[src/rtl/apb4_master_bridge.sv]
// APB4 initiator: one valid/ready command becomes one SETUP/ACCESS transfer, and
// read data, slverr and the wait-state watchdog result come back on a valid/ready response.
module apb4_master_bridge #(
    parameter int ADDR_WIDTH = 32,
    parameter int DATA_WIDTH = 32,
    parameter int TMO_WIDTH  = 8
) (
    input  logic                    pclk,
    input  logic                    presetn,
    input  logic                    req_valid_i,
    output logic                    req_ready_o,
    input  logic                    req_write_i,
    input  logic [ADDR_WIDTH-1:0]   req_addr_i,
    input  logic [DATA_WIDTH-1:0]   req_wdata_i,
    input  logic [DATA_WIDTH/8-1:0] req_strb_i,
    input  logic [2:0]              req_prot_i,
    input  logic [TMO_WIDTH-1:0]    tmo_cyc_i,
    output logic                    resp_valid_o,
    input  logic                    resp_ready_i,
    output logic [DATA_WIDTH-1:0]   resp_rdata_o,
    output logic                    resp_err_o,
    output logic                    resp_tmo_o,
    output logic [ADDR_WIDTH-1:0]   paddr_o,
    output logic [2:0]              pprot_o,
    output logic                    psel_o,
    output logic                    penable_o,
    output logic                    pwrite_o,
    output logic [DATA_WIDTH-1:0]   pwdata_o,
    output logic [DATA_WIDTH/8-1:0] pstrb_o,
    input  logic [DATA_WIDTH-1:0]   prdata_i,
    input  logic                    pready_i,
    input  logic                    pslverr_i
);
    typedef enum logic [1:0] {IDLE, SETUP, ACCESS, RESP} state_t;

    state_t               state, state_nxt;
    logic [TMO_WIDTH-1:0] wdog, wdog_inc;
    logic                 abort;

    // Saturating increment: a long stall must never wrap back below the limit.
    assign wdog_inc = (wdog == {TMO_WIDTH{1'b1}}) ? wdog : wdog + TMO_WIDTH'(1);
    // pready in the same cycle as the limit is reached wins over the abort.
    assign abort = (state == ACCESS) && !pready_i && (tmo_cyc_i != '0) && (wdog_inc >= tmo_cyc_i);

    assign req_ready_o  = (state == IDLE);
    assign psel_o       = (state == SETUP) || (state == ACCESS);
    assign penable_o    = (state == ACCESS);
    assign resp_valid_o = (state == RESP);

    always_ff @(posedge pclk or negedge presetn) begin
        if (!presetn) state <= IDLE;
        else          state <= state_nxt;
    end

    always_comb begin
        state_nxt = state;
        case (state)
            IDLE:    if (req_valid_i)        state_nxt = SETUP;
            SETUP:                           state_nxt = ACCESS;
            ACCESS:  if (pready_i || abort)  state_nxt = RESP;
            RESP:    if (resp_ready_i)       state_nxt = IDLE;
            default:                         state_nxt = IDLE;
        endcase
    end

    always_ff @(posedge pclk or negedge presetn) begin
        if (!presetn) begin
            paddr_o      <= '0;
            pprot_o      <= '0;
            pwrite_o     <= 1'b0;
            pwdata_o     <= '0;
            pstrb_o      <= '0;
            resp_rdata_o <= '0;
            resp_err_o   <= 1'b0;
            resp_tmo_o   <= 1'b0;
            wdog         <= '0;
        end else begin
            case (state)
                IDLE: if (req_valid_i) begin
                    paddr_o  <= req_addr_i;
                    pprot_o  <= req_prot_i;
                    pwrite_o <= req_write_i;
                    pwdata_o <= req_write_i ? req_wdata_i : '0;
                    pstrb_o  <= req_write_i ? req_strb_i  : '0;
                    wdog     <= '0;
                end
                ACCESS: begin
                    if (pready_i) begin
                        resp_rdata_o <= pwrite_o ? '0 : prdata_i;
                        resp_err_o   <= pslverr_i;
                        resp_tmo_o   <= 1'b0;
                    end else if (abort) begin
                        resp_rdata_o <= '0;
                        resp_err_o   <= 1'b1;
                        resp_tmo_o   <= 1'b1;
                    end else begin
                        wdog <= wdog_inc;
                    end
                end
                default: ;
            endcase
        end
    end
endmodule

[config.mk]
export PLATFORM = sky130hd
export DESIGN_NAME = apb4_master_bridge
export DESIGN_NICKNAME = d
export VERILOG_FILES = /design/src/rtl/apb4_master_bridge.sv
export SDC_FILE = /design/constraint.sdc
export NUM_CORES = 1
export LEC_CHECK = 0
export BUFFER_PORTS_ARGS = -buffer_cell sky130_fd_sc_hd__clkbuf_2
export CAP_MARGIN = 30
export CORE_UTILIZATION = 35
export DETAILED_ROUTE_END_ITERATION = 8
export MAX_ROUTING_LAYER = met4
export PLACE_DENSITY = 0.61
export RECOVER_POWER = 25
export SLEW_MARGIN = 10
export SYNTH_ARGS = -nofsm -noshare
export SYNTH_HDL_FRONTEND = slang
export SYNTH_SLANG_ARGS = --single-unit
[constraint.sdc]
create_clock -name pclk -period 6.9 [get_ports pclk]
set_input_delay 0.69 -clock pclk [delete_from_list [all_inputs] [get_ports pclk]]
set_output_delay 0.69 -clock pclk [all_outputs]
set_load 0.1 [all_outputs]
==> impl_metrics.yaml, run 1 <==
status:
  failed_checks: "max-capacitance violations, max-slew violations"
  status: "finished, violations left"
clocking:
  post-cts-setup-buffer-count: 0
  max_root_sink_buffers: 2
  cts.clk_slew.worst_paths_ns: 0.05
  ctsResizeCount: 0
  clock_tree.root_cell: "sky130_fd_sc_hd__clkbuf_16"
  worst_skew_pair_latency_ns: 0.41
  cts_buffers: 17
  cts_hold_buf: 0
  cts.htree.levels: 4
  clock_sink_count: 116
  cts_tree: "yes"
synth:
  yosysMostFrequentCell: "sky130_fd_sc_hd__dfrtp_1"
  post_synth_and_or_nand_nor_area_fraction_pct: 11.41
  yosysWarningCount: 0
  netlist_top_cells_area: "sky130_fd_sc_hd__dfrtp_1 (58%), sky130_fd_sc_hd__mux2_2 (8.8%), sky130_fd_sc_hd__nand2_1 (6.7%)"
  synthArstFlopShare_pct: 100.0
  synthCells: 435
  synth_enable_flop_cells: 0
  part_of_the_yosys_area_used_for_sequential_elements_pct: 58.45
  synth-xor-area-share_pct: 0.5291
  synth-compound-area-share_pct: 14.44
  syn-mean-instance-area_um2: 11.42
  synth-adder-area-share_pct: 3.023
  synth.top_cell.area_share_pct: 58.45
  synth_common_cells: "sky130_fd_sc_hd__dfrtp_1 (116), sky130_fd_sc_hd__nand2_1 (88), sky130_fd_sc_hd__o21ai_0 (46)"
  post_synth_instance_area_mm2: 0.004966
  synth.lib_cells_used.distinct: 43
  ys.flop_type: "sky130_fd_sc_hd__dfrtp_1"
  mappedNetlistNets: 565
  library_cell_occupying_the_most_area_in_the_post_synthesis_netlist: "sky130_fd_sc_hd__dfrtp_1"
  synth-seq-cells: 116
  muxShareOfSynthArea_pct: 9.045
  synth_top_family_by_area: "compound AO/OA/AOI/OAI gates"
final_layout:
  syn_to_final_growth_pct: 40.31
  finalNetCount: 790
  antenna-diode-count: 0
  drive_above_1_share_pct: 46.43
sta:
  fin_setup_tns_ns: 0
  timing.final.crit_period_ns: 3.545
  normalized_max_slew_margin_pct: -69.29
  hold_viol_final: 0
  post-route-worst-setup-slack_ns: 3.356
  maxClockFrequency_mhz: 282.1
  worst_slew_pin_slew_ns: 2.539
  fin_crit_sh_pct: 51.37
  rsz0062_at_grt: "no"
  final-setup-viol-count: 0
  timing.final.max_slew_violations: 48
  clock_skew_ns: 0.007043
floorplan:
  die_span_x_um: 121.1
  initial_utilization_pct: 35.78
  core_region_area_mm2: 0.01388
  chipHeight_um: 121.1
  ioPinCount: 228
  rows: 43
  die-area_mm2: 0.01467
global_routing:
  grt_start_max_net_pins: 77
  initial_antenna_violation_count: 0
  global_route.usage.total_pct: 17.60
  grt_pass1_wl_um: 19380
  globalRouteOverflowTotal: 0
  number_of_global_route_vias_before_repair: 4064
route:
  detail_route.vias_per_cell: 4.786
  route.antenna.remaining_nets: 0
  drt_pre_antenna_iters: 4
  vias: 4078
  drc: 0
  routed_wire_length_per_instance_um: 14.58
  drt_iter0_markers: 138
  postRouteWirelength_um: 12420
worst_setup_path:
  path_cells: "ha_1 > nand2_1 > nor2_1 > xnor2_1 > ha_1 > nand2b_4 > a2111o_1 > a211o_4 > nand3_2 > a21bo_2 > o211ai_1"
  critical-path-top-cell-by-count: "sky130_fd_sc_hd__ha_1"
  worstSetupStartpointType: "flop"
  crit_path_max_fanout: 35
  crit_slowest_cell: "sky130_fd_sc_hd__nand3_2"
  worst-setup-path-type: "reg2reg"
  worst-endpoint-arrival_ns: 3.81
  critPathMaxStageDelay_ns: 0.54
  worst-endpoint-required_ns: 7.17
  critPathCaptureType: "flop"
place:
  gp_congestion: 0.8636
  post-dp-hpwl_um: 8856
  port_buffers: 227
  post-place-ws_ns: 3.320
job:
  timing.max_cap.violations: 1
hold_path:
  timing.hold.worst.class: "reg2reg"
-- area by class of cell --
class	count	area (um^2)
Inverter	12	45.04
Clock buffer	17	425.4
Sequential cell	116	2903
Clock inverter	14	249.0
Fill cell	1285	6913
Tap cell	180	225.2
Timing Repair Buffer	231	1201
Multi-Input combinational cell	282	1919
-- per-stage QoR --
step	cells	cell area (um^2)	hold WS (ns)	util [%]
after floorplan	435	4966	0.3944	-
after global placement	819	6246	0.4617	45.00
after detailed placement	820	6274	0.4701	45.20
after CTS	851	6948	0.2965	50.05
after global routing	852	6968	0.4798	50.20
final	852	6968	0.4754	50.20
-- per-layer routing --
layer  global-route usage, %  routed length, um  vias to the layer above
li1                        -                  -                     1963
met1                   21.43               5353                     1953
met2                   27.14               6049                      139
met3                   5.686                782                       23
met4                   6.790                239                        0
met5                       -                  0                        -
-- kinds of logic after synthesis --
family          Yosys count
xor+xnor                  3
flops                   116
fa+ha+maj                12
mux                      40
buf+inv                  37
simple gates            125
compound gates          102
-- sequential cells by signal, summed over array words and instances (netlist names), 2 cells and up --
signal / flops
paddr_o: 32
pwdata_o: 32
resp_rdata_o: 32
wdog: 8
pstrb_o: 4
pprot_o: 3
state: 2
-- worst paths after layout --
| kind | endpoint | slack [ns] | start | cells after the start |
|---|---|---|---|---|
| max | wdog[6] | 3.36 | wdog[0] | 11 |
| min | pwdata_o[5] | 0.48 | pwdata_o[5] | 2 |
| max reg2reg | wdog[6] | 3.36 | wdog[0] | 11 |
| min reg2reg | pwdata_o[5] | 0.48 | pwdata_o[5] | 2 |
| max in group asynchronous | pwdata_o[21] | 4.14 | presetn | 3 |
| min in group asynchronous | resp_tmo_o | 1.06 | presetn | 1 |
-- worst max-delay path, delay by kind of cell (launching register included) --
kind,cells,cell delay (ns)
xor gates and xnor gates,1,0.18
adders and majority gates,2,0.50
DFF,1,0.41
and+or+nand+nor,4,1.17
AOI/OAI and AO/OA,4,1.14
-- layout by cell type, fill, tap and decap left out, types with 2 or more instances in the layout --
master                      synthesis  routed
sky130_fd_sc_hd__clkbuf_2           0     226
sky130_fd_sc_hd__dfrtp_1          116     116
sky130_fd_sc_hd__nand2_1           88      87
sky130_fd_sc_hd__o21ai_0           46      46
sky130_fd_sc_hd__mux2_2            39      39
sky130_fd_sc_hd__a22o_1            32      32
sky130_fd_sc_hd__clkbuf_16          0      17
sky130_fd_sc_hd__inv_1             12      12
sky130_fd_sc_hd__ha_1              12      12
sky130_fd_sc_hd__nor2_1            10       9
sky130_fd_sc_hd__bufinv_16          0       6
sky130_fd_sc_hd__a21oi_1            4       4
sky130_fd_sc_hd__nand2b_1           4       4
sky130_fd_sc_hd__nor2b_1            4       4
sky130_fd_sc_hd__clkinv_4           0       4
sky130_fd_sc_hd__nand3_1            3       3
sky130_fd_sc_hd__nand4_1            3       3
sky130_fd_sc_hd__o21a_1             3       3
sky130_fd_sc_hd__xnor2_1            3       3
sky130_fd_sc_hd__o211ai_1           3       3
sky130_fd_sc_hd__inv_6              0       3
sky130_fd_sc_hd__and2_1             2       2
sky130_fd_sc_hd__nand2_4            1       2
sky130_fd_sc_hd__a211oi_1           2       2
sky130_fd_sc_hd__nor4_1             2       2
sky130_fd_sc_hd__a31oi_1            2       2
sky130_fd_sc_hd__clkbuf_1          20       2
sky130_fd_sc_hd__buf_16             0       2
Power of run 1 is left out: the tool's default activity adds up to more than one toggle a clock period on the data nets, which glitch-free logic cannot reach.
==> run 2: changes to the inputs <==
Clock period 6.9 ns to 3.7 ns, I/O delays scaled along.
==> impl_metrics.yaml, run 2 (synthesis results as in run 1) <==
clocking:
  max_root_sink_buffers: 2
  cts_buffers: 17
  clock_sink_count: 116
  ctsResizeCount: 0
  cts_tree: "yes"
  clock_tree.root_cell: "sky130_fd_sc_hd__clkbuf_16"
  worst_skew_pair_latency_ns: 0.41
  cts.htree.levels: 4
  cts_hold_buf: 0
  cts.clk_slew.worst_paths_ns: 0.05
  post-cts-setup-buffer-count: 0
place:
  gp_congestion: 0.8123
  post-dp-hpwl_um: 8901
  detailed_place.area_mm2: 0.006304
  port_buffers: 227
route:
  drt_pre_antenna_iters: 4
  postRouteWirelength_um: 12030
  drc: 0
  vias: 4072
  detail_route.vias_per_cell: 4.746
  route.antenna.remaining_nets: 0
  drt_iter0_markers: 111
  routed_wire_length_per_instance_um: 14.03
sta:
  clock_skew_ns: 0.007806
  timing.final.crit_period_ns: 3.364
  hold_viol_final: 0
  timing.final.max_slew_violations: 0
  final-setup-viol-count: 0
  worst_slew_pin_slew_ns: 1.444
  rsz0062_at_grt: "no"
  normalized_max_slew_margin_pct: 3.766
  fin_setup_tns_ns: 0
  whs_ns: 0.1777
  fin_crit_sh_pct: 90.93
  maxClockFrequency_mhz: 297.2
final_layout:
  syn_to_final_growth_pct: 38.50
  antenna-diode-count: 0
  drive_above_1_share_pct: 46.76
  top_regs: "paddr_o x32, pwdata_o x32, resp_rdata_o x32"
  finalNetCount: 795
  stdcell_area_mm2: 0.006878
  layout_commonest_cell: "sky130_fd_sc_hd__clkbuf_2"
  mostFrequentLayoutCells: "sky130_fd_sc_hd__clkbuf_2 (227), sky130_fd_sc_hd__dfrtp_1 (116), sky130_fd_sc_hd__nand2_1 (87)"
  filler_cell_count: 1325
status:
  status: "finished, final reports clean"
job:
  timing.max_cap.violations: 0
floorplan:
  die_span_x_um: 121.1
  core_region_area_mm2: 0.01388
  chipHeight_um: 121.1
  initial_utilization_pct: 35.78
  die-area_mm2: 0.01467
  rows: 43
  ioPinCount: 228
worst_setup_path:
  worst-endpoint-arrival_ns: 3.65
  crit_path_max_fanout: 20
  worst-endpoint-required_ns: 3.99
  worstSetupStartpointType: "flop"
  worst-setup-path-type: "reg2reg"
  critPathCaptureType: "flop"
global_routing:
  globalRouteOverflowTotal: 0
  grt_start_max_net_pins: 89
  grt_pass1_wl_um: 19480
  number_of_global_route_vias_before_repair: 4103
  initial_antenna_violation_count: 0
  global_route.usage.total_pct: 17.67
hold_path:
  timing.hold.worst.class: "in2reg"
==> run 2: cell types whose count changed in the layout (fill, tap and decap cells not counted), moves of 3 or more <==
cell / before / now
sky130_fd_sc_hd__bufinv_16: 6 / 1
sky130_fd_sc_hd__buf_4: 1 / 5
sky130_fd_sc_hd__clkinvlp_4: 1 / 4
sky130_fd_sc_hd__clkinv_2: 0 / 3
==> run 2: layout make-up <==
| cell class | instances | area, um^2 | area share [%] |
|---|---|---|---|
| Sequential cell | 116 | 2903 | 42.20 |
| Multi-Input combinational cell | 282 | 1919 | 27.91 |
| Timing Repair Buffer | 236 | 1219 | 17.72 |
| Clock buffer | 18 | 439.2 | 6.385 |
| Tap cell | 180 | 225.2 | 3.275 |
| Clock inverter | 14 | 127.6 | 1.856 |
| Inverter | 12 | 45.04 | 0.6549 |
==> run 2: worst max-delay path, stage by stage (launching register included) <==
cell	delay, ns
sky130_fd_sc_hd__dfrtp_1	0.46
sky130_fd_sc_hd__and4_1	0.24
sky130_fd_sc_hd__and2_1	0.18
sky130_fd_sc_hd__a21oi_1	0.16
sky130_fd_sc_hd__nand3_1	0.15
sky130_fd_sc_hd__xnor2_1	0.18
sky130_fd_sc_hd__ha_1	0.31
sky130_fd_sc_hd__a211oi_1	0.07
sky130_fd_sc_hd__nor2_1	0.23
sky130_fd_sc_hd__o22a_2	0.29
sky130_fd_sc_hd__nand3_2	0.35
sky130_fd_sc_hd__buf_4	0.37
sky130_fd_sc_hd__a22o_1	0.25
==> run 2: worst paths after layout <==
check	startpoint	end	slack (ns)	cells after the start
max	wdog[5]	resp_rdata_o[28]	0.34	12
min	prdata_i[30]	resp_rdata_o[30]	0.18	2
max reg2reg	wdog[5]	resp_rdata_o[28]	0.34	12
min reg2reg	pwdata_o[8]	pwdata_o[8]	0.48	2
max in group asynchronous	presetn	pwdata_o[28]	0.85	4
min in group asynchronous	presetn	resp_tmo_o	0.83	2
==> run 2: per-layer routing <==
metal  vias up  wire length [um]  GRT usage (%)
met2       142              5925          27.64
met5         -                 0              -
met1      1940              5168          21.07
met4         0               144          6.636
met3        14               796          6.015
li1       1976                 -              -
==> run 2: metrics by stage <==
step,setup slack [ns],instances,utilization (%)
floorplan,0.6338,435,-
CTS,0.3096,856,49.50
global placement,0.5158,823,45.21
global route,0.1119,858,49.55
finish,0.3356,858,49.55
detailed placement,0.3273,824,45.41
Power of run 2 is left out for the same reason.
